===== config.mk =====
export PLATFORM = sky130hd
export DESIGN_NAME = pe_select_arbiter_flat
export DESIGN_NICKNAME = d
export VERILOG_FILES = /design/src/rtl/pe_select_arbiter_if.sv /design/src/rtl/pe_select_arbiter.sv /design/src/flat_wrapper.sv
export SDC_FILE = /design/constraint.sdc
export NUM_CORES = 1
export LEC_CHECK = 0
export CORE_MARGIN = 4
export CORE_UTILIZATION = 55
export CTS_BUF_LIST = sky130_fd_sc_hd__clkbuf_4 sky130_fd_sc_hd__clkbuf_8
export DETAILED_ROUTE_END_ITERATION = 8
export PLACE_DENSITY_LB_ADDON = 0.2
export SYNTH_ARGS = -nofsm -noshare
export SYNTH_HDL_FRONTEND = slang
export SYNTH_SLANG_ARGS = --single-unit

===== constraint.sdc =====
create_clock -name clk -period 5.6 [get_ports clk]
set_input_delay 0.56 -clock clk [delete_from_list [all_inputs] [get_ports clk]]
set_output_delay 0.56 -clock clk [all_outputs]
set_load 0.02 [all_outputs]

===== src/rtl/pe_select_arbiter_if.sv =====
// rtl/pe_select_arbiter_if.sv - request/grant bundle between the requesters and pe_select_arbiter
//
// Ports:
//   en          requesters -> arbiter  allows new grants to start
//   req[15:0]   requesters -> arbiter  level-sensitive requests, bit i = requester i
//   grant_idx   arbiter -> requesters  granted index, feeds the 4-to-16 select decoder
//   grant_valid arbiter -> requesters  high while a grant is active
//   xfer        arbiter -> requesters  grant_valid qualified by the granted request
//   grant_done  arbiter -> requesters  one-cycle pulse in the gap after each grant

interface pe_select_arbiter_if;
    logic        en;
    logic [15:0] req;
    logic [3:0]  grant_idx;
    logic        grant_valid;
    logic        xfer;
    logic        grant_done;

    modport master (
        output en,
        output req,
        input  grant_idx,
        input  grant_valid,
        input  xfer,
        input  grant_done
    );

    modport slave (
        input  en,
        input  req,
        output grant_idx,
        output grant_valid,
        output xfer,
        output grant_done
    );
endinterface


===== src/rtl/pe_select_arbiter.sv =====
// rtl/pe_select_arbiter.sv - 16-way round-robin arbiter with bounded bursts and a turnaround gap
//
// Parameters:
//   HOLD_MAX   maximum grant length in cycles (1..16)
//   PTR_RESET  round-robin pointer value after reset (0..15)
// Ports:
//   clk    rising-edge clock
//   rst_n  asynchronous active-low reset
//   bus    pe_select_arbiter_if.slave (en, req in; grant_idx, grant_valid, xfer, grant_done out)

module pe_select_arbiter #(
    parameter int HOLD_MAX  = 8,
    parameter int PTR_RESET = 0
) (
    input  logic                  clk,
    input  logic                  rst_n,
    pe_select_arbiter_if.slave    bus
);

    localparam int             CW       = $clog2(HOLD_MAX + 1);
    localparam logic [CW-1:0]  HOLD_CNT = CW'(HOLD_MAX);
    localparam logic [3:0]     PTR_INIT = 4'(PTR_RESET);

    typedef enum logic [1:0] {
        IDLE = 2'd0,
        BUSY = 2'd1,
        GAP  = 2'd2
    } state_t;

    state_t         state, state_nxt;
    logic [3:0]     ptr, ptr_nxt;
    logic [3:0]     idx, idx_nxt;
    logic [CW-1:0]  cnt, cnt_nxt;
    logic           valid_q, valid_nxt;
    logic           done_q, done_nxt;

    logic [3:0]     winner;
    logic [3:0]     pos;
    logic           found;
    logic           any_req;
    logic           grant_end;

    // First requester at or after ptr, wrapping modulo 16. The 4-bit add
    // does the wrap for free.
    always_comb begin
        winner = ptr;
        pos    = ptr;
        found  = 1'b0;
        for (int k = 0; k < 16; k++) begin
            pos = ptr + 4'(k);
            if (!found && bus.req[pos]) begin
                winner = pos;
                found  = 1'b1;
            end
        end
    end

    assign any_req = |bus.req;

    // The cycle whose request is already low still counts as part of the
    // grant; the release is only seen at the edge that ends it.
    assign grant_end = !bus.req[idx] || (cnt == HOLD_CNT);

    // State register and datapath registers.
    always_ff @(posedge clk or negedge rst_n) begin
        if (!rst_n) begin
            state   <= IDLE;
            ptr     <= PTR_INIT;
            idx     <= 4'd0;
            cnt     <= '0;
            valid_q <= 1'b0;
            done_q  <= 1'b0;
        end else begin
            state   <= state_nxt;
            ptr     <= ptr_nxt;
            idx     <= idx_nxt;
            cnt     <= cnt_nxt;
            valid_q <= valid_nxt;
            done_q  <= done_nxt;
        end
    end

    // Next-state logic.
    always_comb begin
        state_nxt = state;
        ptr_nxt   = ptr;
        idx_nxt   = idx;
        cnt_nxt   = cnt;
        case (state)
            IDLE, GAP: begin
                if (bus.en && any_req) begin
                    state_nxt = BUSY;
                    idx_nxt   = winner;
                    cnt_nxt   = CW'(1);
                end else begin
                    state_nxt = IDLE;
                end
            end
            BUSY: begin
                if (grant_end) begin
                    state_nxt = GAP;
                    // Moving past the just-served index keeps it at lowest
                    // priority, so it only wins again if nobody else asks.
                    ptr_nxt   = idx + 4'd1;
                end else begin
                    cnt_nxt   = cnt + CW'(1);
                end
            end
            default: begin
                state_nxt = IDLE;
            end
        endcase
    end

    // Output logic: registered strobes follow the next state, xfer is live.
    always_comb begin
        valid_nxt = (state_nxt == BUSY);
        done_nxt  = (state_nxt == GAP);
        bus.xfer  = valid_q & bus.req[idx];
    end

    assign bus.grant_idx   = idx;
    assign bus.grant_valid = valid_q;
    assign bus.grant_done  = done_q;

endmodule


===== src/flat_wrapper.sv =====
// flat-port wrapper written by rule: the top's interface ports become plain ports
module pe_select_arbiter_flat 
#(
    parameter int HOLD_MAX  = 8,
    parameter int PTR_RESET = 0
)
  (clk, rst_n, bus_en, bus_req, bus_grant_idx, bus_grant_valid, bus_xfer, bus_grant_done);
  pe_select_arbiter_if bus_i ();
  input  logic clk;
  input  logic rst_n;
  input wire logic [$bits(bus_i.en)-1:0] bus_en;
  input wire logic [$bits(bus_i.req)-1:0] bus_req;
  output wire logic [$bits(bus_i.grant_idx)-1:0] bus_grant_idx;
  output wire logic [$bits(bus_i.grant_valid)-1:0] bus_grant_valid;
  output wire logic [$bits(bus_i.xfer)-1:0] bus_xfer;
  output wire logic [$bits(bus_i.grant_done)-1:0] bus_grant_done;
  assign bus_i.en = bus_en;
  assign bus_i.req = bus_req;
  assign bus_grant_idx = bus_i.grant_idx;
  assign bus_grant_valid = bus_i.grant_valid;
  assign bus_xfer = bus_i.xfer;
  assign bus_grant_done = bus_i.grant_done;
  pe_select_arbiter #(.HOLD_MAX(HOLD_MAX), .PTR_RESET(PTR_RESET)) u_core (.clk(clk), .rst_n(rst_n), .bus(bus_i));
endmodule

Yosys cells after proc, flatten, opt, wreduce, memory -nomap -nowiden:

Cells that the tools add are included.

* register bits: 16
* input port bits: 19
* output and inout bits: 7
* logic and storage cells: 158

* $add $sub $neg: 17
* order comparisons: 17
* equal/unequal tests: 7
* mux-type cells: 70
* bitwise operators: 1
* reduce and logical (&&, ||, !) cells: 40

Operators with widths (number)
* $lt 4x5->1 const B: 17
* $bmux 1 s4: 17
* $mux 4: 17
* $mux 1: 33
* $add 4x4->4 const B: 8
* $add 4x3->4 const B: 4
* $logic_and 1x1->1: 16
* $logic_not 1->1: 16
* $reduce_or 16->1: 1
* $add 4x1->4 const B: 3
* $add 4x2->4 const B: 2
* $pmux 4 s2: 1
* $eq 2x1->1 const B: 2
* $eq 2x2->1 const B: 2
* $eq 4x4->1 const B: 1
* $pmux 2 s2: 1
* $reduce_and 2->1: 2
* $reduce_and 3->1: 1
* $logic_not 2->1: 1
* $mux 2: 1
* $ne 2x1->1 const B: 1
* $ne 2x2->1 const B: 1
* $reduce_bool 2->1: 1
* $reduce_or 2->1: 1
* 2 further kinds: 2

Depth between registers and ports, before layout:

* word-level depth: 48
* mapped depth: 18
* depth with buffers taken out: 11

Least setup slack after synthesis:

OpenSTA, ideal clock, no wires.

* path kind: reg-to-reg
* start point: reg u_core.ptr[1]
* end point: reg u_core.idx[0] (netlist: u_core.bus.grant_idx[0])
* library setup time: 0.125 ns
* arrival time: 4.363 ns
* data required time: 5.475 ns
* slack: 1.112 ns
* stages on the path, launching flop included: 18
* buffers on the path: 6
* clock period less this slack: 4.488 ns
* cells stage by stage: dfrtp_1 > buf_2 > buf_2 > clkbuf_1 > inv_1 > ha_1 > clkbuf_1 > mux2_2 > mux4_2 > a222oi_1 > buf_2 > and4_1 > buf_4 > nand2_2 > nor3b_4 > nor3_1 > xnor2_1 > mux2_2

* cells in the longest elaborated chain, start to end: 48
* elaborated cells between the ends (all ways): 107
* classes of those cells: 15 x add/sub; 62 x mux; 30 x reduce/logical

RTL lines
* start, declared: line pe_select_arbiter.sv:31 `logic [3:0] ptr, ptr_nxt;`
* start signal, assigned: line pe_select_arbiter.sv:75 `ptr <= ptr_nxt;`
* parallel branches: the longest is 47 deep, another holds $add 4x1->4
* $mux 4 (*): line pe_select_arbiter.sv:51 `if (!found && bus.req[pos]) begin`
* end signal, assigned: line pe_select_arbiter.sv:76 `idx <= idx_nxt;`
* end, declared: line pe_select_arbiter.sv:32 `logic [3:0] idx, idx_nxt;`

Mark *: on every way between the ends. The select of a mux whose other input is x is not followed.
A chain may end at the register's enable or synchronous reset.

Final worst setup path:

* start point: reg u_core.ptr[2]
* end point: reg u_core.idx[0] (netlist: u_core.bus.grant_idx[0])

The elaborated chain is that of the path after synthesis.

==> reports/summary.md <==
The run finished with clean final reports. The sequential cells in the finished layout cover a total of 400 sq um. The number of antenna violations at the first check in global routing is 0. Input and output buffers added on the ports amount to 25. The area growth from synthesis to layout is 10.4%. At the end of the flow, the number of nets in the layout was 389.

The clock passes through at most 2 buffers. From left edge to right edge, the die measures 83.6 microns. For this design the top-level I/O count stands at 26. In this run, synthesis inferred 0 flip-flops with an integrated enable. The initial utilization of the core area, before any placement, comes to 56.8%. For the overall routed net length, the log shows 9100 microns. STA classifies the critical path startpoint as a register. The run gives 0 as the number of nets with antenna violations after routing. After synthesis, the largest area contributor takes up 20.8% of total cell area. The number of buffer and inverter stages on the critical path is 1, and the latest clock arrival within the worst-skew pair is 250 ps.

The overall global routing resource usage was 26.0%; the delay of the slowest cell on the worst path was 850 ps. The logs give 0.00554 sq mm for the core footprint and 0.962 for the routability congestion estimate. Sequential elements use 12.7% of the synthesized area. The number of vias per cell was 7.19. At the pin with the least slew margin, the transition time is 920 ps.

Traced cell by cell, the critical path runs through clkinv_1 > ha_1 > mux2i_1 > o211a_1 > and4_1 > nand2_2 > nor3b_4 > nor3_1 > xnor2_1 > mux2_2. Maximum net fanout on the critical path: 24. The first global-routing pass estimated 14,900 microns of wire.

Buffers inserted to repair hold after CTS numbered 0. The maximum clock frequency came out at 230 MHz. The critical path crosses 10 cells after its start point. The worst setup path is captured at a register. After synthesis the netlist holds a flip-flop and latch count of 16. After detailed routing, the average wire length per cell comes to 21.1 microns.

The first detailed-routing pass took 5 iterations. The share of async-settable or async-resettable flops after synthesis was 100%. In the post-synthesis netlist, the biggest area contributors are mux4_2 (21%), dfrtp_1 (13%), mux2i_1 (9.5%).

The pin count of the biggest net entering global routing is 28. The tools report the endpoint arrival time on the critical path as 4500 ps. After synthesis, the most frequently instantiated cells are mux2i_1 (30), mux4_2 (29), nor2_1 (26), nand2_1 (24). The logs give 38.7% for the headroom to the max-slew limit and 3,100 for the count of vias placed by the detailed router. Setup violations remaining at the end of the flow were counted as 0. The largest area contributor in the synthesized netlist is mux4_2. The count of antenna diodes in the layout is 0, and the count of unresolved DRC violations after routing is 0.

The final core utilization is 62.7%, and the setup fix buffers added after clock tree synthesis is 0. In the synthesized netlist the dominant register cell turns out to be dfrtp_1. Dividing the final minimum period by the clock period gives 77.8%.

The worst hold slack was 553 ps. The tree is rooted in a clkbuf_8. CTS buffer count: 3. TritonCTS built the clock tree. The die is 83.6 microns tall.

The post-route netlist has 19.2% of its cells at a drive strength greater than 1. The distinct cell type count of the synthesized netlist is 66. The overflow left after global routing was 0. The run gives 0.00260 sq mm as the area taken by multi-input logic gates. Setup repair after global routing left no endpoint under its margin. The cell family contributing the most delay on the critical path is simple AND/OR/NAND/NOR gates.

The count of standard-cell rows was 27. Path type of the worst setup path: register to register. The tools report the count of endpoints failing hold in the final timing report as 0. The number of global-route vias before repair was 2,885. For the number of max-slew violations in the final report, the log shows 0.

The worst hold path depth is 2. For this run, the number of Yosys warnings is 0. A synthesized cell averages 9.04 sq um. In this run, the number of DRC markers left after iteration 0 of detailed routing was 304. Detailed-placement wirelength estimate: 6890 microns. Counting I/O delays and the setup requirement, the final critical path takes 4350 ps. The slowest stage of the critical path belongs to the cell dfrtp_1. The run gives 348 as the count of mapped cells out of synthesis.

Synthesis produced a netlist with a net count of 377. The floorplan step defined a die boundary enclosing 0.00700 sq mm. The number of levels in the clock H-tree came out at 1. In this run the worst hold path is classified as register to register. Max-cap violations in this run came to 0. The synthesized netlist occupies a cell area of 0.00315 sq mm. At the worst endpoint, the required time is 5740 ps.

The logs give 0 for the number of resized instances in the post-cts repair step and 0 ps for the total negative setup slack. After clock tree synthesis, the clock-pin slew on the worst setup and hold paths is 70 ps. The depth of the worst register-to-register path came out at 10. The run gives 3.48 ps as the worst clock skew. The layout has 472 filler cells. The clock net in this run drives a total of 16 sinks. mux2i_1 is the most common cell in the netlist.
[placed cells by master, fill, tap and decap left out, types with 7 or more instances in the layout]
master / instances
o21ai_0: 16
mux2i_1: 30
a21oi_1: 20
dfrtp_1: 16
nor2b_1: 7
nor2_1: 26
nand3_1: 11
nor3_1: 7
clkdlybuf4s50_1: 25
mux4_2: 29
nand2_1: 24
ha_1: 10
mux2_2: 20
[cell families after synthesis]
logic type	count (synthesis)	share of synthesized area (%)
flip-flops	16	12.7
XOR/XNOR	12	3.58
AND/OR/NAND/NOR	107	17.3
buffers and inverters	32	4.53
AO/OA/AOI/OAI	91	20.1
adder cells (fa/ha/maj)	10	3.98
multiplexers	80	37.8
[worst reg2reg max path, delay by kind of cell, from the launching register on]
family / cells / cell delay [ps]
simple gates: 4 / 970
buf+inv: 1 / 530
compound gates: 1 / 330
flops: 1 / 850
xor+xnor: 1 / 140
fa+ha+maj: 1 / 750
mux: 2 / 660
[sequential cells by signal, indices dropped and copies added (netlist names)]
name	cells
u_core.bus.grant_done	1
u_core.bus.grant_idx	4
u_core.bus.grant_valid	1
u_core.cnt	4
u_core.ptr	4
u_core.state	2
[path summary, 6_finish.rpt]
| check | endpoint | slack (ps) | startpoint |
|---|---|---|---|
| max | u_core.bus.grant_idx[0] | 1250 | u_core.ptr[2] |
| min | u_core.cnt[3] | 550 | u_core.cnt[3] |
| max reg2reg | u_core.bus.grant_idx[0] | 1250 | u_core.ptr[2] |
| min reg2reg | u_core.cnt[3] | 550 | u_core.cnt[3] |
| max in group asynchronous | u_core.bus.grant_done | 4380 | rst_n |
| min in group asynchronous | u_core.ptr[2] | 750 | rst_n |
[through the flow]
stage	instance area (sq um)	setup WS, ps	cells
floorplan	3150	1110	348
global placement	3420	1370	427
detailed placement	3420	1340	427
CTS	3470	1320	431
global route	3470	902	431
finish	3470	1250	431
[routing by layer]
metal  track usage, %  vias to the layer above  part of all wire [%]
li1                 -                     1395                     -
met1             36.7                     1498                    43
met2             40.7                      181                    46
met3             4.64                       26                   7.9
met4             7.89                        0                   2.9
met5                0                        -                     0
[area by class of cell]
| class | instances | share of cell area, % |
|---|---|---|
| sequential | 16 | 11.5 |
| timing repair buffer | 31 | 8.50 |
| multi-input combinational | 300 | 74.9 |
| clock buffer | 4 | 1.58 |
| inverter | 8 | 0.864 |
| tap | 72 | 2.59 |
Power is not shown: default switching activity piles up to over one toggle a cycle in this logic, so the estimate is an artifact.
